### src/rtl/gcd_datapath.sv
// Datapath half of a subtract/swap GCD engine: staging register, working
// registers XR/YR, look-ahead status flags, operation counter and result port.
module gcd_datapath #(
    parameter int W  = 8,
    parameter int CW = 10
) (
    input  logic          clk,
    input  logic          rst_n,
    input  logic          in_valid,
    output logic          in_ready,
    input  logic [W-1:0]  in_x,
    input  logic [W-1:0]  in_y,
    input  logic          Subtract,
    input  logic          Swap,
    input  logic          LoadXR,
    input  logic          LoadYR,
    input  logic          SelectXY,
    output logic          I0,
    output logic          I1,
    output logic          out_valid,
    input  logic          out_ready,
    output logic [W-1:0]  out_gcd,
    output logic [CW-1:0] out_cycles,
    output logic          out_err
);

    typedef enum logic [2:0] {
        PH_IDLE,
        PH_ARMED,
        PH_RUN,
        PH_DONE,
        PH_SPENT
    } phase_t;

    localparam logic [CW-1:0] CNT_MAX = '1;

    phase_t        phase_q, phase_d;
    logic [W-1:0]  sx_q, sx_d, sy_q, sy_d;
    logic [W-1:0]  xr_q, xr_d, yr_q, yr_d;
    logic [CW-1:0] cnt_q, cnt_d, cnt_inc;
    logic [W-1:0]  gcd_q, gcd_d;
    logic [CW-1:0] cyc_q, cyc_d;
    logic          err_q, err_d;
    logic          vld_q, vld_d;
    logic          op;

    assign cnt_inc = cnt_q + CW'(1);

    always_ff @(posedge clk or negedge rst_n) begin
        if (!rst_n) begin
            phase_q <= PH_IDLE;
            sx_q    <= '0;
            sy_q    <= '0;
            xr_q    <= '0;
            yr_q    <= '0;
            cnt_q   <= '0;
            gcd_q   <= '0;
            cyc_q   <= '0;
            err_q   <= 1'b0;
            vld_q   <= 1'b0;
        end else begin
            phase_q <= phase_d;
            sx_q    <= sx_d;
            sy_q    <= sy_d;
            xr_q    <= xr_d;
            yr_q    <= yr_d;
            cnt_q   <= cnt_d;
            gcd_q   <= gcd_d;
            cyc_q   <= cyc_d;
            err_q   <= err_d;
            vld_q   <= vld_d;
        end
    end

    // xr_d/yr_d are the values the working registers take at the coming
    // edge; the flags are derived from them so the control path never
    // issues a subtract that would underflow.
    always_comb begin
        phase_d = phase_q;
        sx_d    = sx_q;
        sy_d    = sy_q;
        xr_d    = xr_q;
        yr_d    = yr_q;
        cnt_d   = cnt_q;
        gcd_d   = gcd_q;
        cyc_d   = cyc_q;
        err_d   = err_q;
        vld_d   = vld_q;
        op      = 1'b0;
        case (phase_q)
            PH_IDLE: begin
                if (in_valid) begin
                    sx_d    = in_x;
                    sy_d    = in_y;
                    phase_d = PH_ARMED;
                end
            end
            PH_ARMED: begin
                if (SelectXY) begin
                    xr_d    = sx_q;
                    yr_d    = sy_q;
                    cnt_d   = '0;
                    phase_d = PH_RUN;
                end
            end
            PH_RUN: begin
                if (Subtract) begin
                    xr_d = xr_q - yr_q;
                    op   = 1'b1;
                end else if (Swap) begin
                    xr_d = yr_q;
                    yr_d = xr_q;
                    op   = 1'b1;
                end
                if (op) begin
                    cnt_d = cnt_inc;
                    if (cnt_inc == CNT_MAX) begin
                        err_d   = 1'b1;
                        gcd_d   = '0;
                        cyc_d   = CNT_MAX;
                        vld_d   = 1'b1;
                        phase_d = PH_DONE;
                    end
                end else if (!LoadXR && !LoadYR) begin
                    gcd_d   = yr_q;
                    cyc_d   = cnt_q;
                    err_d   = 1'b0;
                    vld_d   = 1'b1;
                    phase_d = PH_DONE;
                end
            end
            PH_DONE: begin
                if (out_ready) begin
                    vld_d   = 1'b0;
                    phase_d = PH_SPENT;
                end
            end
            PH_SPENT: begin
            end
            default: begin
                phase_d = PH_IDLE;
            end
        endcase
    end

    // Before operands are loaded the flags pin the control path in its load state.
    always_comb begin
        I0 = (xr_d != '0);
        I1 = (xr_d >= yr_d);
        if (phase_q == PH_IDLE || (phase_q == PH_ARMED && !SelectXY)) begin
            I0 = 1'b1;
            I1 = 1'b0;
        end
    end

    assign in_ready   = (phase_q == PH_IDLE);
    assign out_valid  = vld_q;
    assign out_gcd    = gcd_q;
    assign out_cycles = cyc_q;
    assign out_err    = err_q;

endmodule
### config.mk
export PLATFORM = sky130hd
export DESIGN_NAME = gcd_datapath
export DESIGN_NICKNAME = d
export VERILOG_FILES = /design/src/rtl/gcd_datapath.sv
export SDC_FILE = /design/constraint.sdc
export NUM_CORES = 1
export LEC_CHECK = 0
export ABC_AREA = 1
export CAP_MARGIN = 15
export CORE_UTILIZATION = 45
export CTS_CLUSTER_SIZE = 20
export DETAILED_ROUTE_END_ITERATION = 10
export GPL_TIMING_DRIVEN = 0
export PLACE_DENSITY = 0.63
export SYNTH_ARGS = -nofsm -noshare
export SYNTH_HDL_FRONTEND = slang
export SYNTH_SLANG_ARGS = --single-unit
### constraint.sdc
create_clock -name clk -period 6.6 [get_ports clk]
set_clock_uncertainty 0.15 [all_clocks]
set_input_delay 0.66 -clock clk [delete_from_list [all_inputs] [get_ports clk]]
set_output_delay 0.66 -clock clk [all_outputs]
set_load 0.02 [all_outputs]
# [Word-level counts from Yosys, hierarchy flattened]
# Index checks and enable logic that the tools add are counted.
[classes] n_mux=36 n_addsub=2 reduce_logical=16 bitwise=1 magnitude_cmp=1 eq_ne=12
[op_table] cell="$mux 8" n=9
[op_table] cell="$mux 10" n=5
[op_table] cell="$pmux 8 s2" n=2
[op_table] cell="$pmux 10 s2" n=1
[op_table] cell="$mux 3" n=6
[op_table] cell="$pmux 3 s5" n=1
[op_table] cell="$mux 1" n=11
[op_table] cell="$add 10x1->10 const B" n=1
[op_table] cell="$eq 10x10->1 const B" n=1
[op_table] cell="$ge 8x8->1" n=1
[op_table] cell="$ne 2x2->1 const B" n=4
[op_table] cell="$reduce_bool 8->1" n=1
[op_table] cell="$sub 8x8->8" n=1
[op_table] cell="$eq 3x2->1 const B" n=2
[op_table] cell="$ne 3x3->1 const B" n=2
[op_table] cell="$reduce_and 3->1" n=2
[op_table] cell="$reduce_and 6->1" n=1
[op_table] cell="$reduce_bool 2->1" n=3
[op_table] cell="$reduce_and 4->1" n=1
[op_table] cell="$eq 3x1->1 const B" n=1
[op_table] cell="$eq 3x3->1 const B" n=1
[op_table] cell="$logic_not 1->1" n=3
[op_table] cell="$logic_not 3->1" n=1
[op_table] cell="$logic_and 1x1->1" n=2
[op_table] cell="other kinds (5)" n=5
[word_totals] in_bits=25 elab_cells=78 register_bits=65 output_inout_bits=23

# [Depth between registers and ports, before layout]
# Gate-level depths: netlist of run 1.
[logic_depth] depth_word=5 mapped_depth=20 ltp_nobuf=20

# [Least setup slack after synthesis of run 1]
# OpenSTA, ideal clock, no wires.
[synth_path] path_type="flip-flop to output port" startpoint="register xr_q[0]" endpoint="output port I1" path_slack_ns=3.324 arrival_time_ns=2.466 t_required_ns=5.790 path_stages_with_launch=18 n_path_buf=0 cell_sequence="dfrtp_1 inv_1 ha_1 fa_1 inv_1 nand4_1 o211ai_1 xnor2_1 nand2_1 a21oi_1 inv_1 ha_1 nand2_1 nor2_1 nand4_1 o2111ai_1 nand2_1 inv_1"
[synth_between] elab_chain_len=5 word_cells_on_any_way=10 cone_classes="add/sub (1); order compare (1); mux (8)"
[synth_rtl] element="from (decl)" line="39" text="logic [W-1:0] xr_q, xr_d, yr_q, yr_d;"
[synth_rtl] element="from (signal assigned)" line="65" text="xr_q <= xr_d;"
[synth_rtl] element="$sub 8x8->8" line="108" text="xr_d = xr_q - yr_q;"
[synth_rtl] element="$mux 8" line="107" text="if (Subtract) begin"
[synth_rtl] element="$pmux 8 s2" line="90" text="case (phase_q)"
[synth_rtl] element="net xr_d[6]" line="39"
[synth_rtl] element="$ge 8x8->1" line="149" text="I1 = (xr_d >= yr_d);"
[synth_rtl] element="$mux 1" line="150" text="if (phase_q == PH_IDLE || (phase_q == PH_ARMED && !SelectXY)) begin"
[synth_rtl] element="to (decl)" line="19" text="output logic I1,"
# The timed path passes the listed nets, and every way through them passes these cells.

# [Worst setup path in the final report of run 1]
[layout_path] startpoint="register yr_q[0]" endpoint="output port I1"
[layout_between] elab_chain_len=5 word_cells_on_any_way=10 cone_classes="add/sub (1); order compare (1); mux (8)"
[layout_rtl] element="from (decl)" line="39"
[layout_rtl] element="from (signal assigned)" line="66" text="yr_q <= yr_d;"
[layout_rtl] element="$sub 8x8->8" line="108"
[layout_rtl] element="$mux 8" line="107"
[layout_rtl] element="$pmux 8 s2" line="90"
[layout_rtl] element="net xr_d[6]" line="39"
[layout_rtl] element="$ge 8x8->1" line="149"
[layout_rtl] element="$mux 1" line="150"
# The timed path passes the listed nets, and every way through them passes these cells.

==> metrics.cfg, run 1 <==
[timing]
setup_tns_ns = 0
fin_crit_sh_pct = 69.59
max_freq_ghz = 0.2177
min_period_ns = 4.593
relSlewSlack_pct = 44.60
setup_ws_ns = 2.007
hold_viol = 0
worstMarginPinSlew_ns = 0.8310
holdWs_ns = 0.2438
setup_viol = 0
slew_viol_final = 0
rsz0062_at_grt = false

[worst_hold_path]
hold_path_class = in -> async

[setup_path]
reg2reg_depth = 9
path_class = reg -> out
crit_fanout = 4
worst_ep_arrival_time_ns = 3.78
cp.required_ns = 5.79
start_kind = flip-flop
crit_path_end_kind = output pin
startpoint = yr_q[0]
rr_startpoint = yr_q[0]

[power_and_ir_drop]
powerDensity_nw_per_um2 = 505.7
p_leak_uw = 0.002275
power_uw = 2374
irDropWorstVdd_uv = 419.3

[yosys]
synth_cells = 473
avgSynthCellArea_um2 = 8.198
synth_seq_cells = 65
synth-async-reset-ratio_pct = 100.0
yosysSeqAreaShare_pct = 41.95
ys_types = 40
syn-num-nets = 516
synth_largest_area_cell = dfrtp_1
yosysWarnings = 0
synth_edf_count = 0
synth_area_um2 = 3877
ys.flop_type = dfrtp_1
netlist_top_cells_area = dfrtp_1 (42%), nand2_1 (12%), inv_1 (5.7%), ha_1 (5.5%), nand4_1 (4.2%)
post-synth-top-count-cell = nand2_1
synth_commonest_cells = nand2_1 (123), dfrtp_1 (65), inv_1 (59), nor2_1 (27), nand4_1 (26)
synth_top_area_share_pct = 41.95

[final_layout]
area_delta_synth_final_pct = 21.07
antenna_cells = 0
fill_cells = 792
multiInputGateArea_um2 = 1903
drive_gt1_share_pct = 15.33
fin_nets = 573
seq_area_um2 = 1627

[outcome]
status = completed

[clock_network]
cts.sinks = 65
cts_tree = done
clk_latency_ns = 0.36
hold_buffers = 0
clk_pin_slew_worst_paths_ns = 0.08
ctsRootBufferMaster = clkbuf_8
numCtsBuffers = 9
h-tree-depth = 3
cts_max_path_buffers = 2
ctsResizeCount = 0
cts_setup_buffers = 0

[routing]
vias_per_cell = 5.183
drcViolationCount = 0
initialDrtViolationCount = 146
dr.pass1.iters = 4
wl_per_cell_um = 14.62
ant_nets = 0
num_vias = 3317
drt-total-wl_um = 9358

[flow_run]
maxCapViolations = 0

[global_route]
antenna_found_initial = 0
grt.total_usage_pct = 23.58
grt_pass1_wl_um = 15750
grt_start_max_net_pins = 66
grt-ovfl-total = 0
grt_pass1_vias = 3296

[die]
core_um2 = 8258
start_util_pct = 46.95
ios = 48
rows = 33
die_w_um = 94.83
die_y_um = 94.83
fp.dieArea_um2 = 8992

[placed_design]
hpwl_um = 7054
dp_slack_ns = 2.184
portBuffers = 46
gp_congestion = 0.8946

-- path summary, 6_finish.rpt --
| check | slack (ns) | to |
|---|---|---|
| min | 0.24 | cnt_q[6] |
| min in group clk | 0.33 | out_cycles[1] |
| min reg2reg | 0.33 | out_cycles[1] |
| max reg2reg | 4.38 | xr_q[6] |
| max | 2.01 | I1 |
| max in group asynchronous | 5.51 | yr_q[3] |
-- cell usage in the layout, fill, tap and decap left out, drive strengths merged, types with 15 or more instances in the layout --
master         count
clkdlybuf4s50     45
nor2              33
mux2              15
nand3             25
nand4             26
ha                17
nand2            140
dfrtp             65
o21ai             17
a21oi             17
inv               73
-- state kept, by name (all words and copies together), names as in the netlist --
| name | count |
|---|---|
| out_cycles | 10 |
| phase_q | 3 |
| xr_q | 8 |
| sy_q | 8 |
| out_err | 1 |
| cnt_q | 10 |
| out_valid | 1 |
| out_gcd | 8 |
| yr_q | 8 |
| sx_q | 8 |
-- critical path: stages (launching register included) --
cell	delay, ns
dfrtp_1	0.44
ha_1	0.25
fa_1	0.41
inv_1	0.09
nand4_1	0.10
o211ai_1	0.13
xnor2_1	0.15
nand2_1	0.06
a21oi_1	0.23
inv_1	0.10
ha_1	0.29
nand2_1	0.08
nor2_1	0.16
nand4_1	0.10
o2111ai_1	0.11
nand2_1	0.07
inv_1	0.06
clkdlybuf4s50_1	0.60
-- logic make-up (layout without fill, tap and decap cells) --
logic type | after synthesis | after routing | synth area share [%]
AO/OA/AOI/OAI | 61 | 61 | 11.39
flip-flops | 65 | 65 | 41.95
XOR/XNOR | 3 | 3 | 0.6778
buffers and inverters | 84 | 146 | 8.971
multiplexers | 15 | 15 | 4.356
adder cells (fa/ha/maj) | 18 | 18 | 6.002
AND/OR/NAND/NOR | 227 | 227 | 26.65
-- final cells by class --
class	count	area share, %
Tap cell	105	2.799
Multi-Input combinational cell	324	40.54
Clock inverter	7	2.212
Timing Repair Buffer	46	9.755
Sequential cell	65	34.65
Clock buffer	9	2.639
Buffer	12	1.652
Inverter	72	5.757
-- power by group --
group / switching [µW] / internal, µW / total, µW / leakage, µW
clock: 174 / 216 / 390 / 0.000114
sequential: 134 / 561 / 695 / 0.000828
combinational: 766 / 523 / 1290 / 0.00133
total: 1070 / 1300 / 2370 / 0.00228
-- through the flow --
stage	cells	instance area (µm²)	util [%]
after floorplan	473	3877	-
after global placement	624	4469	54.12
after detailed placement	624	4467	54.09
after CTS	640	4695	56.85
after global routing	640	4695	56.85
final	640	4695	56.85
-- metal layers --
| metal | up-vias | global-route usage, % | share of wire (%) |
|---|---|---|---|
| met5 | - | 0 | 0 |
| met3 | 24 | 4.267 | 4.3 |
| met1 | 1528 | 31.60 | 46 |
| li1 | 1689 | - | - |
| met4 | 0 | 13.89 | 3.5 |
| met2 | 76 | 35.49 | 46 |
(Power assumes the default switching activity.)
==> run 2, diff against run 1 <==
==> constraint.sdc (replaced) <==
create_clock -name clk -period 4.72 [get_ports clk]
set_clock_uncertainty 0.15 [all_clocks]
set_input_delay 0.472 -clock clk [delete_from_list [all_inputs] [get_ports clk]]
set_output_delay 0.472 -clock clk [all_outputs]
set_load 0.02 [all_outputs]
==> results of run 2 <==
The final DEF is identical to that of run 1. Status: completed.
Main changes from that run: setup slack after placement 2.184 ns -> 0.6801 ns; setup slack after layout 2.007 ns -> 0.3152 ns; hold slack 0.2438 ns -> 0.05577 ns; register-to-register setup slack 4.38 ns -> 2.50 ns; total power 2374 µW -> 3320 µW; worst IR drop on VDD 419.3 µV -> 586.3 µV
